## config.mk

```make
export PLATFORM = sky130hd
export DESIGN_NAME = bus_arbiter
export DESIGN_NICKNAME = d
export VERILOG_FILES = /design/src/rtl/polaris_bus_pkg.sv /design/src/rtl/bus_watchdog.sv /design/src/rtl/bus_arbiter.sv
export SDC_FILE = /design/constraint.sdc
export NUM_CORES = 1
export LEC_CHECK = 0
export ABC_AREA = 1
export CORE_AREA = 2 2 106 108
export CTS_CLUSTER_SIZE = 30
export DETAILED_ROUTE_END_ITERATION = 8
export DIE_AREA = 0 0 108 110
export PLACE_DENSITY = 0.72
export SYNTH_ARGS = -nofsm -noshare
export SYNTH_HDL_FRONTEND = slang
export SYNTH_SLANG_ARGS = --single-unit
```

## constraint.sdc

```tcl
create_clock -name clk_i -period 2.4 [get_ports clk_i]
set_input_delay 0.48 -clock clk_i [delete_from_list [all_inputs] [get_ports clk_i]]
set_output_delay 0.48 -clock clk_i [all_outputs]
set_load 0.005 [all_outputs]
```

## src/rtl/polaris_bus_pkg.sv

```systemverilog
// Shared definitions for the two-master external bus arbiter.
package polaris_bus_pkg;

  // Grant FSM states.
  typedef enum logic [1:0] {
    IDLE  = 2'd0,
    GNT_I = 2'd1,
    GNT_D = 2'd2
  } arb_state_e;

  // Bus size codes; 3 is reserved but still counts as a request.
  localparam logic [1:0] SIZE_IDLE  = 2'd0;
  localparam logic [1:0] SIZE_BYTE  = 2'd1;
  localparam logic [1:0] SIZE_HWORD = 2'd2;

  // Master identifiers, used for the most-recently-served record.
  typedef enum logic {
    MST_I = 1'b0,
    MST_D = 1'b1
  } mst_e;

  // gnt_o encodings.
  localparam logic [1:0] GNTO_NONE = 2'b00;
  localparam logic [1:0] GNTO_I    = 2'b01;
  localparam logic [1:0] GNTO_D    = 2'b10;

endpackage

```

## src/rtl/bus_watchdog.sv

```systemverilog
// Wait-state counter that flags a transfer the bus never acknowledges.
// TIMEOUT = 0 disables the watchdog entirely.
module bus_watchdog #(
  parameter int TIMEOUT = 255
) (
  input  logic clk_i,
  input  logic reset_i,
  input  logic clr_i,
  input  logic cnt_en_i,
  output logic expire_o
);

  localparam int              CNT_W = (TIMEOUT > 1) ? $clog2(TIMEOUT + 1) : 1;
  localparam logic [CNT_W-1:0] LIMIT = CNT_W'(TIMEOUT);

  logic [CNT_W-1:0] cnt;

  // Count unacknowledged cycles, saturating at the limit so it never wraps.
  always_ff @(posedge clk_i) begin
    if (reset_i || clr_i)
      cnt <= '0;
    else if (cnt_en_i && (cnt != LIMIT))
      cnt <= cnt + 1'b1;
  end

  assign expire_o = (TIMEOUT != 0) && (cnt == LIMIT);

endmodule

```

## src/rtl/bus_arbiter.sv

```systemverilog
// Two-master arbiter sharing the external bus between fetch (I) and
// load/store (D), with alternating priority on ties and lock support.
module bus_arbiter
  import polaris_bus_pkg::*;
#(
  parameter int ADR_W   = 64,
  parameter int DAT_W   = 16,
  parameter int TIMEOUT = 255
) (
  input  logic             clk_i,
  input  logic             reset_i,
  input  logic [ADR_W-1:0] i_adr_i,
  input  logic [1:0]       i_size_i,
  input  logic             i_lock_i,
  output logic             i_ack_o,
  output logic             i_err_o,
  input  logic [ADR_W-1:0] d_adr_i,
  input  logic [1:0]       d_size_i,
  input  logic             d_we_i,
  input  logic [DAT_W-1:0] d_dat_i,
  input  logic             d_lock_i,
  output logic             d_ack_o,
  output logic             d_err_o,
  output logic [DAT_W-1:0] dat_o,
  output logic [ADR_W-1:0] adr_o,
  output logic [1:0]       size_o,
  output logic             we_o,
  output logic [DAT_W-1:0] bdat_o,
  input  logic             ack_i,
  input  logic [DAT_W-1:0] dat_i,
  output logic [1:0]       gnt_o
);

  arb_state_e state, state_nxt;
  mst_e       last, last_nxt;

  logic i_req, d_req;
  logic owned, x_req, x_lock, oth_req;
  logic expire, timed_out, release_pt;
  logic wd_clr, wd_en;

  assign i_req = (i_size_i != SIZE_IDLE);
  assign d_req = (d_size_i != SIZE_IDLE);

  // Qualifiers for whichever master currently owns the bus.
  always_comb begin
    owned      = (state != IDLE);
    x_req      = (state == GNT_D) ? d_req : i_req;
    x_lock     = (state == GNT_D) ? d_lock_i : i_lock_i;
    oth_req    = (state == GNT_D) ? i_req : d_req;
    // Only an active request can time out; a locked idle owner just holds.
    timed_out  = owned && x_req && expire;
    release_pt = owned && !x_lock && (ack_i || !x_req);
  end

  // Next grant and most-recently-served master.
  always_comb begin
    state_nxt = state;
    last_nxt  = last;
    case (state)
      IDLE: begin
        if (i_req && (!d_req || (last == MST_D)))
          state_nxt = GNT_I;
        else if (d_req)
          state_nxt = GNT_D;
      end
      GNT_I: begin
        if (timed_out) begin
          state_nxt = IDLE;
          last_nxt  = MST_I;
        end else if (release_pt) begin
          last_nxt  = MST_I;
          state_nxt = oth_req ? GNT_D : (x_req ? GNT_I : IDLE);
        end
      end
      GNT_D: begin
        if (timed_out) begin
          state_nxt = IDLE;
          last_nxt  = MST_D;
        end else if (release_pt) begin
          last_nxt  = MST_D;
          state_nxt = oth_req ? GNT_I : (x_req ? GNT_D : IDLE);
        end
      end
      default: state_nxt = IDLE;
    endcase
  end

  // Grant state register; reset favours I on the first tie.
  always_ff @(posedge clk_i) begin
    if (reset_i) begin
      state <= IDLE;
      last  <= MST_D;
    end else begin
      state <= state_nxt;
      last  <= last_nxt;
    end
  end

  // Count only genuine wait states; any ack, idle size or grant change restarts.
  assign wd_en  = owned && x_req && !ack_i;
  assign wd_clr = !owned || !x_req || ack_i || (state_nxt != state);

  bus_watchdog #(
    .TIMEOUT (TIMEOUT)
  ) u_wd (
    .clk_i    (clk_i),
    .reset_i  (reset_i),
    .clr_i    (wd_clr),
    .cnt_en_i (wd_en),
    .expire_o (expire)
  );

  // Bus and response muxing; everything quiet while in reset or idle.
  always_comb begin
    adr_o   = '0;
    size_o  = SIZE_IDLE;
    we_o    = 1'b0;
    bdat_o  = '0;
    i_ack_o = 1'b0;
    i_err_o = 1'b0;
    d_ack_o = 1'b0;
    d_err_o = 1'b0;
    gnt_o   = GNTO_NONE;
    dat_o   = dat_i;
    if (!reset_i) begin
      case (state)
        GNT_I: begin
          adr_o   = i_adr_i;
          size_o  = timed_out ? SIZE_IDLE : i_size_i;
          i_ack_o = ack_i && !timed_out;
          i_err_o = timed_out;
          gnt_o   = GNTO_I;
        end
        GNT_D: begin
          adr_o   = d_adr_i;
          size_o  = timed_out ? SIZE_IDLE : d_size_i;
          we_o    = d_we_i;
          bdat_o  = d_dat_i;
          d_ack_o = ack_i && !timed_out;
          d_err_o = timed_out;
          gnt_o   = GNTO_D;
        end
        default: ;
      endcase
    end
  end

endmodule
```

==> flow_summary.yaml, run 1 <==
status:
  run_status: "finished, final reports clean"
pwr:
  pwr-share-seq: 0.128
  power.density_nw_per_um2: 304
  power_switching_mw: 0.614
  vdd_drop_max_uv: 260
  p_int_mw: 0.910
  power_mw: 1.52
  pwr-share-comb: 0.749
  power.share.clock: 0.123
  p_sw_frac: 0.403
  leakage_nw: 2.12
sta:
  finalClockSkew_ns: 0.00586
  tightestPinTransition_ns: 0.330
  drv_slew: 0
  rsz0062_at_grt: "false"
  whs_ns: 0.498
  finalHoldViolations: 0
  slew_headroom: 0.779
  min_period_ns: 2.35
  fin_crit_sh: 0.978
  setup_viol: 0
  fmax_mhz: 426
worst_setup_path:
  crit_top_cell: "nand2_2"
  slowest_delay_ns: 0.48
  r2r_start: "state[1]"
  cp.arrival_ns: 1.87
  crit_type: "in2out"
  reg2reg_depth: 16
  cp-end-kind: "output pin"
  timing.reg2reg.setup_slack_ns: 0.23
  worstPathRequired_ns: 1.92
  critical_path.cell_chain: "clkdlybuf4s50_1, inv_1, nand2_2, nand2_2, a21oi_2, nand2_4, nor3_2, dlygate4sd2_1"
  cpMaxStageDelayCell: "clkdlybuf4s50_1"
  crit_path_max_fanout: 6
  crit_end: "d_err_o"
  crit_cells: 8
  crit_family: "buffers and inverters"
  rr_endpoint: "u_wd.cnt[5]"
  critPathLaunchType: "input pin"
  crit_buf_inv: 3
  crit_start: "i_size_i[0]"
route:
  ant_nets: 0
  vias_per_cell: 4.42
  drtIter0Drc: 201
  post_drt_wl_per_cell_um: 15.1
  via_count: 3481
  drtPass1Iterations: 5
  drc: 0
  drt_wl_total_um: 11900
yosys:
  yosysTopAreaCellShare: 0.321
  syn_nets: 591
  synth_seq_cells: 11
  yosysSeqAreaShare: 0.101
  yosysMostFrequentCell: "nand2_1"
  yosys_most_used_dff: "dfxtp_1"
  syn_avg_cell_area_um2: 5.25
  postSynthCellCount: 414
  synth_commonest_cells: "186 x nand2_1, 67 x a21oi_1, 25 x nor2_1"
  synth_edf_count: 0
  post-synth-top-area-cell: "nand2_1"
  yosysUniqueCellTypes: 26
  ys_warn_count: 0
  async_flop_share: 0
  synth_area_um2: 2170
  synthTopCellsByArea: "nand2_1 32%, a21oi_1 15%, dfxtp_1 10%"
place:
  port_buffers: 242
  place.gp.congestion: 0.871
  dp_hpwl_um: 9270
cells_and_area:
  nFillCells: 1115
  syn2layout_area_growth_pct: 130
  drive_gt1_frac: 0.127
  nets: 824
  fin_util: 0.468
  register_area_um2: 224
  multiInputGateArea_um2: 1750
job:
  max_cap_violations: 0
floorplanning:
  die_area_um2: 11900
  ios: 275
  core-area_um2: 10700
  die_height_um: 110
  initial_core_util: 0.203
  die_x_um: 108
  rows: 38
global_route:
  grt_pass1_vias: 3385
  grt_use_total: 0.182
  met3_usage: 0.0359
  busiest_layer: "met2"
  gr-total-overflow: 0
  grt_max_degree: 49
  grt_pass1_wl_um: 17100
  grt.met2_usage: 0.331
  antenna_found_initial: 1
  grt_util_met1: 0.219
clock_tree:
  cts_buffers: 3
  cts.sinks: 11
  max-clock-path-buffers: 2
  cts-htree-levels: 1
  cts_tree: "built"
  path_clk_slew_ns: 0.05
  worstSkewPairLatency_ns: 0.24
  cts-root-buf: "clkbuf_8"
min_path:
  hp-class: "reg2reg"
  min_from: "last"
[registers in the layout, indices dropped and copies added, names as in the netlist]
name	cells
last	1
u_wd.cnt	8
state	2
[tightest hold or removal path, delay by kind of cell (launching register included)]
kind	cells	cell delay, ns
flops	1	0.34
compound gates	2	0.13
[layout make-up]
type | instances | area share
well taps | 140 | 0.0350
clock buffers | 4 | 0.00900
flip-flops and latches | 11 | 0.0448
repair buffers | 270 | 0.542
inverters | 25 | 0.0200
diodes | 1 | 0.000500
multi-input cells | 336 | 0.349
[power groups by stage]
| stage | Combinational, mW | Clock [mW] | Sequential, mW |
|---|---|---|---|
| after detailed placement | 0.997 | 0 | 0.199 |
| after floorplan | 0.450 | 0 | 0.200 |
| after global placement | 0.985 | 0 | 0.199 |
| after CTS | 1.12 | 0.193 | 0.195 |
| final | 1.14 | 0.187 | 0.195 |
| after global routing | 1.24 | 0.202 | 0.196 |
[through the flow]
step / instances / worst slack [ns] / TNS (ns) / area, µm²
after floorplan: 414 / 0.325 / 0 / 2170
after global placement: 770 / -0.358 / -4.25 / 4730
after detailed placement: 770 / -0.370 / -5.44 / 4730
after CTS: 783 / 0.00405 / 0 / 4920
after global routing: 787 / 0.00108 / 0 / 5000
final: 787 / 0.0530 / 0 / 5000
[repair_timing]
| action | in CTS | in global routing |
|---|---|---|
| buffers inserted | 6 | 2 |
| cloned | 3 | 1 |
| hold buffers | 0 | 0 |
| resized for setup | 93 | 17 |
| endpoints found under the setup margin | 87 | 18 |
| pin swaps | 2 | 3 |
[logic make-up after synthesis]
| group | after synthesis | synth area share |
|---|---|---|
| simple gates | 245 | 0.497 |
| buf+inv | 67 | 0.145 |
| xor+xnor | 6 | 0.0242 |
| mux | 1 | 0.00518 |
| fa+ha+maj | 7 | 0.0403 |
| flops | 11 | 0.101 |
| compound gates | 77 | 0.187 |
[routing by layer]
metal	vias up	routed length, µm
li1	1750	-
met1	1558	4650
met2	155	6280
met3	18	813
met4	0	170
met5	-	0
[how the worst min path moves through the flow]
stage	endpoint	depth (start not counted)	slack, ns
floorplan	last	2	0.44
global placement	last	2	0.49
detailed placement	last	2	0.48
CTS	last	2	0.50
global route	last	2	0.53
finish	last	2	0.50
[layout by cell type (no fill, tap or decap), drive strengths merged, types with 2 or more instances in the layout]
cell type / n
xor2: 5
clkdlybuf4s15: 2
ha: 7
dlygate4sd2: 65
clkbuf: 7
inv: 24
nor2: 31
bufbuf: 2
clkdlybuf4s50: 172
a21oi: 68
buf: 25
dfxtp: 11
nand3: 9
nor3: 14
o21ai: 7
nand2: 191
Note: power is estimated with default switching activity, not from simulation.
==> inputs of run 2 (changes only) <==
--- a/config.mk
+++ b/config.mk
@@ -10,7 +10,7 @@
 export CTS_CLUSTER_SIZE = 30
 export DETAILED_ROUTE_END_ITERATION = 8
 export DIE_AREA = 0 0 108 110
-export PLACE_DENSITY = 0.72
+export PLACE_DENSITY = 0.69
 export SYNTH_ARGS = -nofsm -noshare
 export SYNTH_HDL_FRONTEND = slang
 export SYNTH_SLANG_ARGS = --single-unit
==> flow_summary.yaml, run 2 (synthesized netlist as in run 1, its figures left out) <==
cells_and_area:
  drive_gt1_frac: 0.122
  layout_common_cells: "184 x nand2_1, 170 x clkdlybuf4s50_1, 61 x a21oi_1"
  final_common_cell: "nand2_1"
  top_register: "u_wd.cnt"
  nets: 823
  largest_reg_flops: 8
  nFillCells: 1110
  fin_util: 0.473
  syn2layout_area_growth_pct: 133
  top_regs: "u_wd.cnt: 8 flops, state: 2 flops, last: 1 flops"
sta:
  finalClockSkew_ns: 0.000639
  min_period_ns: 2.33
  tightestPinTransition_ns: 0.338
  finalHoldViolations: 0
  rsz0062_at_grt: "true"
  fin_crit_sh: 0.972
  setup_viol: 0
  slew_headroom: 0.773
  fmax_mhz: 429
  drv_slew: 0
clock_tree:
  worstSkewPairLatency_ns: 0.24
  max-clock-path-buffers: 2
  cts.sinks: 11
  cts-root-buf: "clkbuf_8"
  cts_hold_repair.buffers: 0
  path_clk_slew_ns: 0.05
  cts_tree: "built"
  cts-htree-levels: 1
  cts_buffers: 3
pwr:
  pwr-share-seq: 0.127
  p_sw_frac: 0.406
  power_switching_mw: 0.633
  p_int_mw: 0.928
  pwr-share-comb: 0.750
  vdd_drop_max_uv: 229
  power.share.clock: 0.123
  leakage_nw: 2.37
  power_mw: 1.56
  power.density_nw_per_um2: 309
route:
  drtIter0Drc: 160
  post_drt_wl_per_cell_um: 15.7
  vias_per_cell: 4.41
  via_count: 3465
  drt_wl_total_um: 12400
  highest_layer: "met4"
  drtPass1Iterations: 4
  wl_met1_um: 4920
  dr_wl_met3_um: 945
  drc: 0
  ant_nets: 0
  wl_met2_um: 6210
worst_setup_path:
  cp.arrival_ns: 1.85
  slowest_delay_ns: 0.44
  timing.reg2reg.setup_slack_ns: 0.37
  worstPathRequired_ns: 1.92
  crit_family: "buffers and inverters"
  cp-end-kind: "output pin"
  cpMaxStageDelayCell: "clkdlybuf4s50_1"
  rr_endpoint: "u_wd.cnt[2]"
  crit_cells: 6
  reg2reg_depth: 16
  crit_buf_inv: 4
  crit_type: "in2out"
  critPathLaunchType: "input pin"
  r2r_start: "state[0]"
  crit_start: "reset_i"
  crit_path_max_fanout: 16
  critical_path.cell_chain: "clkdlybuf4s50_1, inv_2, nand2_4, bufbuf_16, a21oi_1, dlygate4sd2_1"
  crit_end: "adr_o[16]"
global_route:
  grt_max_degree: 37
  grt_use_total: 0.194
  grt_pass1_wl_um: 18000
  antenna_found_initial: 1
  grt_pass1_vias: 3487
  gr-total-overflow: 0
floorplanning:
  rows: 38
  ios: 275
  die_height_um: 110
  die_area_um2: 11900
  die_x_um: 108
  initial_core_util: 0.203
  core-area_um2: 10700
place:
  dp_hpwl_um: 9530
  place.gp.congestion: 0.890
  port_buffers: 242
job:
  max_cap_violations: 0
min_path:
  hp-class: "reg2reg"
status:
  run_status: "finished, final reports clean"
[run 2: worst min-delay path by stage]
stage               depth (start not counted)  startpoint   end  slack [ns]
global placement                            2        last  last        0.49
detailed placement                          2        last  last        0.50
global route                                2        last  last        0.57
floorplan                                   2        last  last        0.44
CTS                                         2        last  last        0.52
finish                                      2        last  last        0.52
[run 2: power groups by stage]
stage          combinational [mW]  clock, mW  sequential (mW)
2_1_floorplan               0.450          0            0.200
3_3_place_gp                0.970          0            0.198
3_5_place_dp                0.980          0            0.198
4_1_cts                      1.17      0.196            0.198
5_1_grt                      1.27      0.203            0.199
6_report                     1.17      0.191            0.198
[run 2: worst register-to-register path: stages, from the launching register on]
cell and delay, ns:
dfxtp_2 0.34, inv_2 0.07, buf_4 0.15, ha_2 0.23, inv_1 0.16, nand2_1 0.08
nand2_1 0.09, nand2_1 0.06, nand3_1 0.08, nand2_1 0.06, nand2_1 0.05, nand2_1 0.05
nand2_1 0.08, nand2_1 0.08, nand2_1 0.12, nand2_4 0.12, nor3_2 0.18
[run 2: timing repair]
item                                   4_1_cts  5_1_grt
gates cloned                                 4        0
gates resized for setup                     83       28
buffers inserted                             4        1
setup endpoints to repair                   87       33
pin swaps                                    2        4
endpoints found under the hold margin        0        0
[run 2: layer usage]
layer  global-route usage  up-vias
met2                0.335      139
met4               0.0549        0
met3               0.0541       20
met1                0.238     1556
li1                     -     1750
met5                    0        -
[run 2: cell type report]
| class | count | area (µm²) | area share |
|---|---|---|---|
| inverters | 25 | 96.3 | 0.0190 |
| clock buffers | 4 | 45.0 | 0.00891 |
| repair buffers | 269 | 2790 | 0.551 |
| well taps | 140 | 175 | 0.0346 |
| multi-input cells | 336 | 1730 | 0.342 |
| flip-flops and latches | 11 | 223 | 0.0440 |
| diodes | 1 | 2.50 | 0.000495 |
[run 2: stage by stage]
step	setup WS, ns	hold slack [ns]	std cells	cell area [µm²]	setup TNS [ns]
finish	0.0673	0.518	786	5060	0
global route	-0.0140	0.570	785	5050	-0.0140
CTS	0.000377	0.521	784	4970	0
global placement	-0.353	0.492	772	4700	-4.46
detailed placement	-0.354	0.503	772	4700	-5.03
floorplan	0.325	0.437	414	2170	0
==> inputs of run 3 (changes only) <==
--- a/config.mk
+++ b/config.mk
@@ -6,11 +6,11 @@
 export NUM_CORES = 1
 export LEC_CHECK = 0
 export ABC_AREA = 1
-export CORE_AREA = 2 2 106 108
+export CORE_AREA = 2 2 107 109
 export CTS_CLUSTER_SIZE = 30
 export DETAILED_ROUTE_END_ITERATION = 8
-export DIE_AREA = 0 0 108 110
-export PLACE_DENSITY = 0.69
+export DIE_AREA = 0 0 109 111
+export PLACE_DENSITY = 0.68
 export SYNTH_ARGS = -nofsm -noshare
 export SYNTH_HDL_FRONTEND = slang
 export SYNTH_SLANG_ARGS = --single-unit
==> constraint.sdc (replaced) <==
create_clock -name clk_i -period 2.93 [get_ports clk_i]
set_input_delay 0.586 -clock clk_i [delete_from_list [all_inputs] [get_ports clk_i]]
set_output_delay 0.586 -clock clk_i [all_outputs]
set_load 0.005 [all_outputs]
==> flow_summary.yaml, run 3 (synthesized netlist as in run 1, its figures left out) <==
status:
  run_status: "finished, final reports clean"
sta:
  setup-tns-final_ns: 0
  setup_viol: 0
  tightestPinTransition_ns: 0.333
  slew_headroom: 0.776
  whs_ns: 0.522
  fin_crit_sh: 0.966
  drv_slew: 0
  rsz0062_at_grt: "false"
  fmax_mhz: 353
  min_period_ns: 2.83
  finalHoldViolations: 0
  finalClockSkew_ns: 0.00218
global_route:
  grt_pass1_vias: 3437
  grt_use_total: 0.181
  grt_pass1_wl_um: 17500
  grt_max_degree: 48
  gr-total-overflow: 0
  antenna_found_initial: 0
pwr:
  vdd_drop_max_uv: 267
  leakage_nw: 1.72
  power.density_nw_per_um2: 255
route:
  post_drt_wl_per_cell_um: 14.6
  drc: 0
  drtIter0Drc: 155
  vias_per_cell: 4.36
  drt_wl_total_um: 11300
  drtPass1Iterations: 4
  ant_nets: 0
  via_count: 3361
place:
  place.gp.congestion: 0.896
  dp_hpwl_um: 9350
  port_buffers: 242
  place_area_um2: 4680
cells_and_area:
  syn2layout_area_growth_pct: 121
  fin_area_um2: 4800
  top_regs: "u_wd.cnt: 8 flops, state: 2 flops, last: 1 flops"
  nets: 806
  fin_util: 0.434
  num_antenna_cells: 0
  layout_common_cells: "238 x clkdlybuf4s50_1, 185 x nand2_1, 67 x a21oi_1"
  largest_reg_flops: 8
  final_common_cell: "clkdlybuf4s50_1"
  drive_gt1_frac: 0.0796
  top_register: "u_wd.cnt"
  nFillCells: 1138
floorplanning:
  rows: 39
  initial_core_util: 0.196
  die_area_um2: 12100
  die_height_um: 111
  core-area_um2: 11100
  ios: 275
  die_x_um: 109
worst_setup_path:
  cpMaxStageDelayCell: "clkdlybuf4s50_1"
  slowest_delay_ns: 0.58
  crit_type: "reg2out"
  cp.arrival_ns: 2.24
  critical_path.cell_chain: "inv_1, ha_2, buf_6, nand2_1, a21oi_1, clkdlybuf4s50_1"
  cp-end-kind: "output pin"
  crit_path_max_fanout: 32
  worstPathRequired_ns: 2.34
  critPathLaunchType: "flop"
  crit_family: "buffers and inverters"
  crit_buf_inv: 3
clock_tree:
  cts.sinks: 11
  cts-root-buf: "clkbuf_16"
  cts_hold_repair.buffers: 0
  postCtsSetupRepairBufs: 0
  worstSkewPairLatency_ns: 0.24
  cts_buffers: 3
  cts_tree: "built"
  cts-htree-levels: 1
  max-clock-path-buffers: 2
  path_clk_slew_ns: 0.04
min_path:
  hp-class: "reg2reg"
job:
  max_cap_violations: 0
==> run 3: changes by cell type in the layout (fill, tap and decap cells not counted), moves of 3 or more <==
cell,delta
clkdlybuf4s50_1,+68
dlygate4sd2_1,-50
dlymetal6s2s_1,-16
buf_4,-7
a21oi_1,+6
a21oi_2,-6
buf_6,-5
clkbuf_16,+3
clkbuf_8,-3
==> run 3: metal layers <==
| metal | GRT usage | part of all wire |
|---|---|---|
| met1 | 0.204 | 0.37 |
| met2 | 0.332 | 0.53 |
| met3 | 0.0400 | 0.074 |
| met4 | 0.0556 | 0.031 |
| met5 | 0 | 0 |
==> run 3: path summary, 6_finish.rpt <==
| check | start | to | slack [ns] | depth (start not counted) |
|---|---|---|---|---|
| worst min register to register | last | last | 0.52 | 2 |
| worst max register to register | state[0] | u_wd.cnt[2] | 0.71 | 14 |
| worst min-delay path | last | last | 0.52 | 2 |
| worst max-delay path | state[1] | adr_o[15] | 0.10 | 6 |
==> run 3: final cells by class <==
type	count	area [µm²]	area share
clock buffers	4	78.8	0.0164
multi-input cells	336	1670	0.347
inverters	25	93.8	0.0195
well taps	143	179	0.0373
repair buffers	252	2560	0.533
flip-flops and latches	11	221	0.0461
==> run 3: repair_timing <==
item                                    4_1_cts  5_1_grt
endpoints found under the setup margin        5       23
gates resized for setup                       3        9
pin swaps                                     0        1
==> run 3: worst min-delay path, stage by stage (launching register included) <==
cell	delay, ns
dfxtp_1	0.35
a21oi_1	0.08
o21ai_0	0.06
==> run 3: metrics by stage <==
step	setup WS (ns)	instances	total power, mW
floorplan	0.749	414	0.532
global placement	-0.00381	767	0.951
detailed placement	-0.0415	767	0.962
CTS	0.0367	771	1.23
global route	0.00130	771	1.31
finish	0.101	771	1.22
==> run 3: power breakdown <==
part / switching, mW / internal (mW) / leakage [nW] / total [mW]
clock network: 0.0740 / 0.183 / 0.0382 / 0.257
logic: 0.392 / 0.409 / 1.59 / 0.801
registers: 0.00889 / 0.156 / 0.0895 / 0.165
total: 0.475 / 0.748 / 1.72 / 1.22
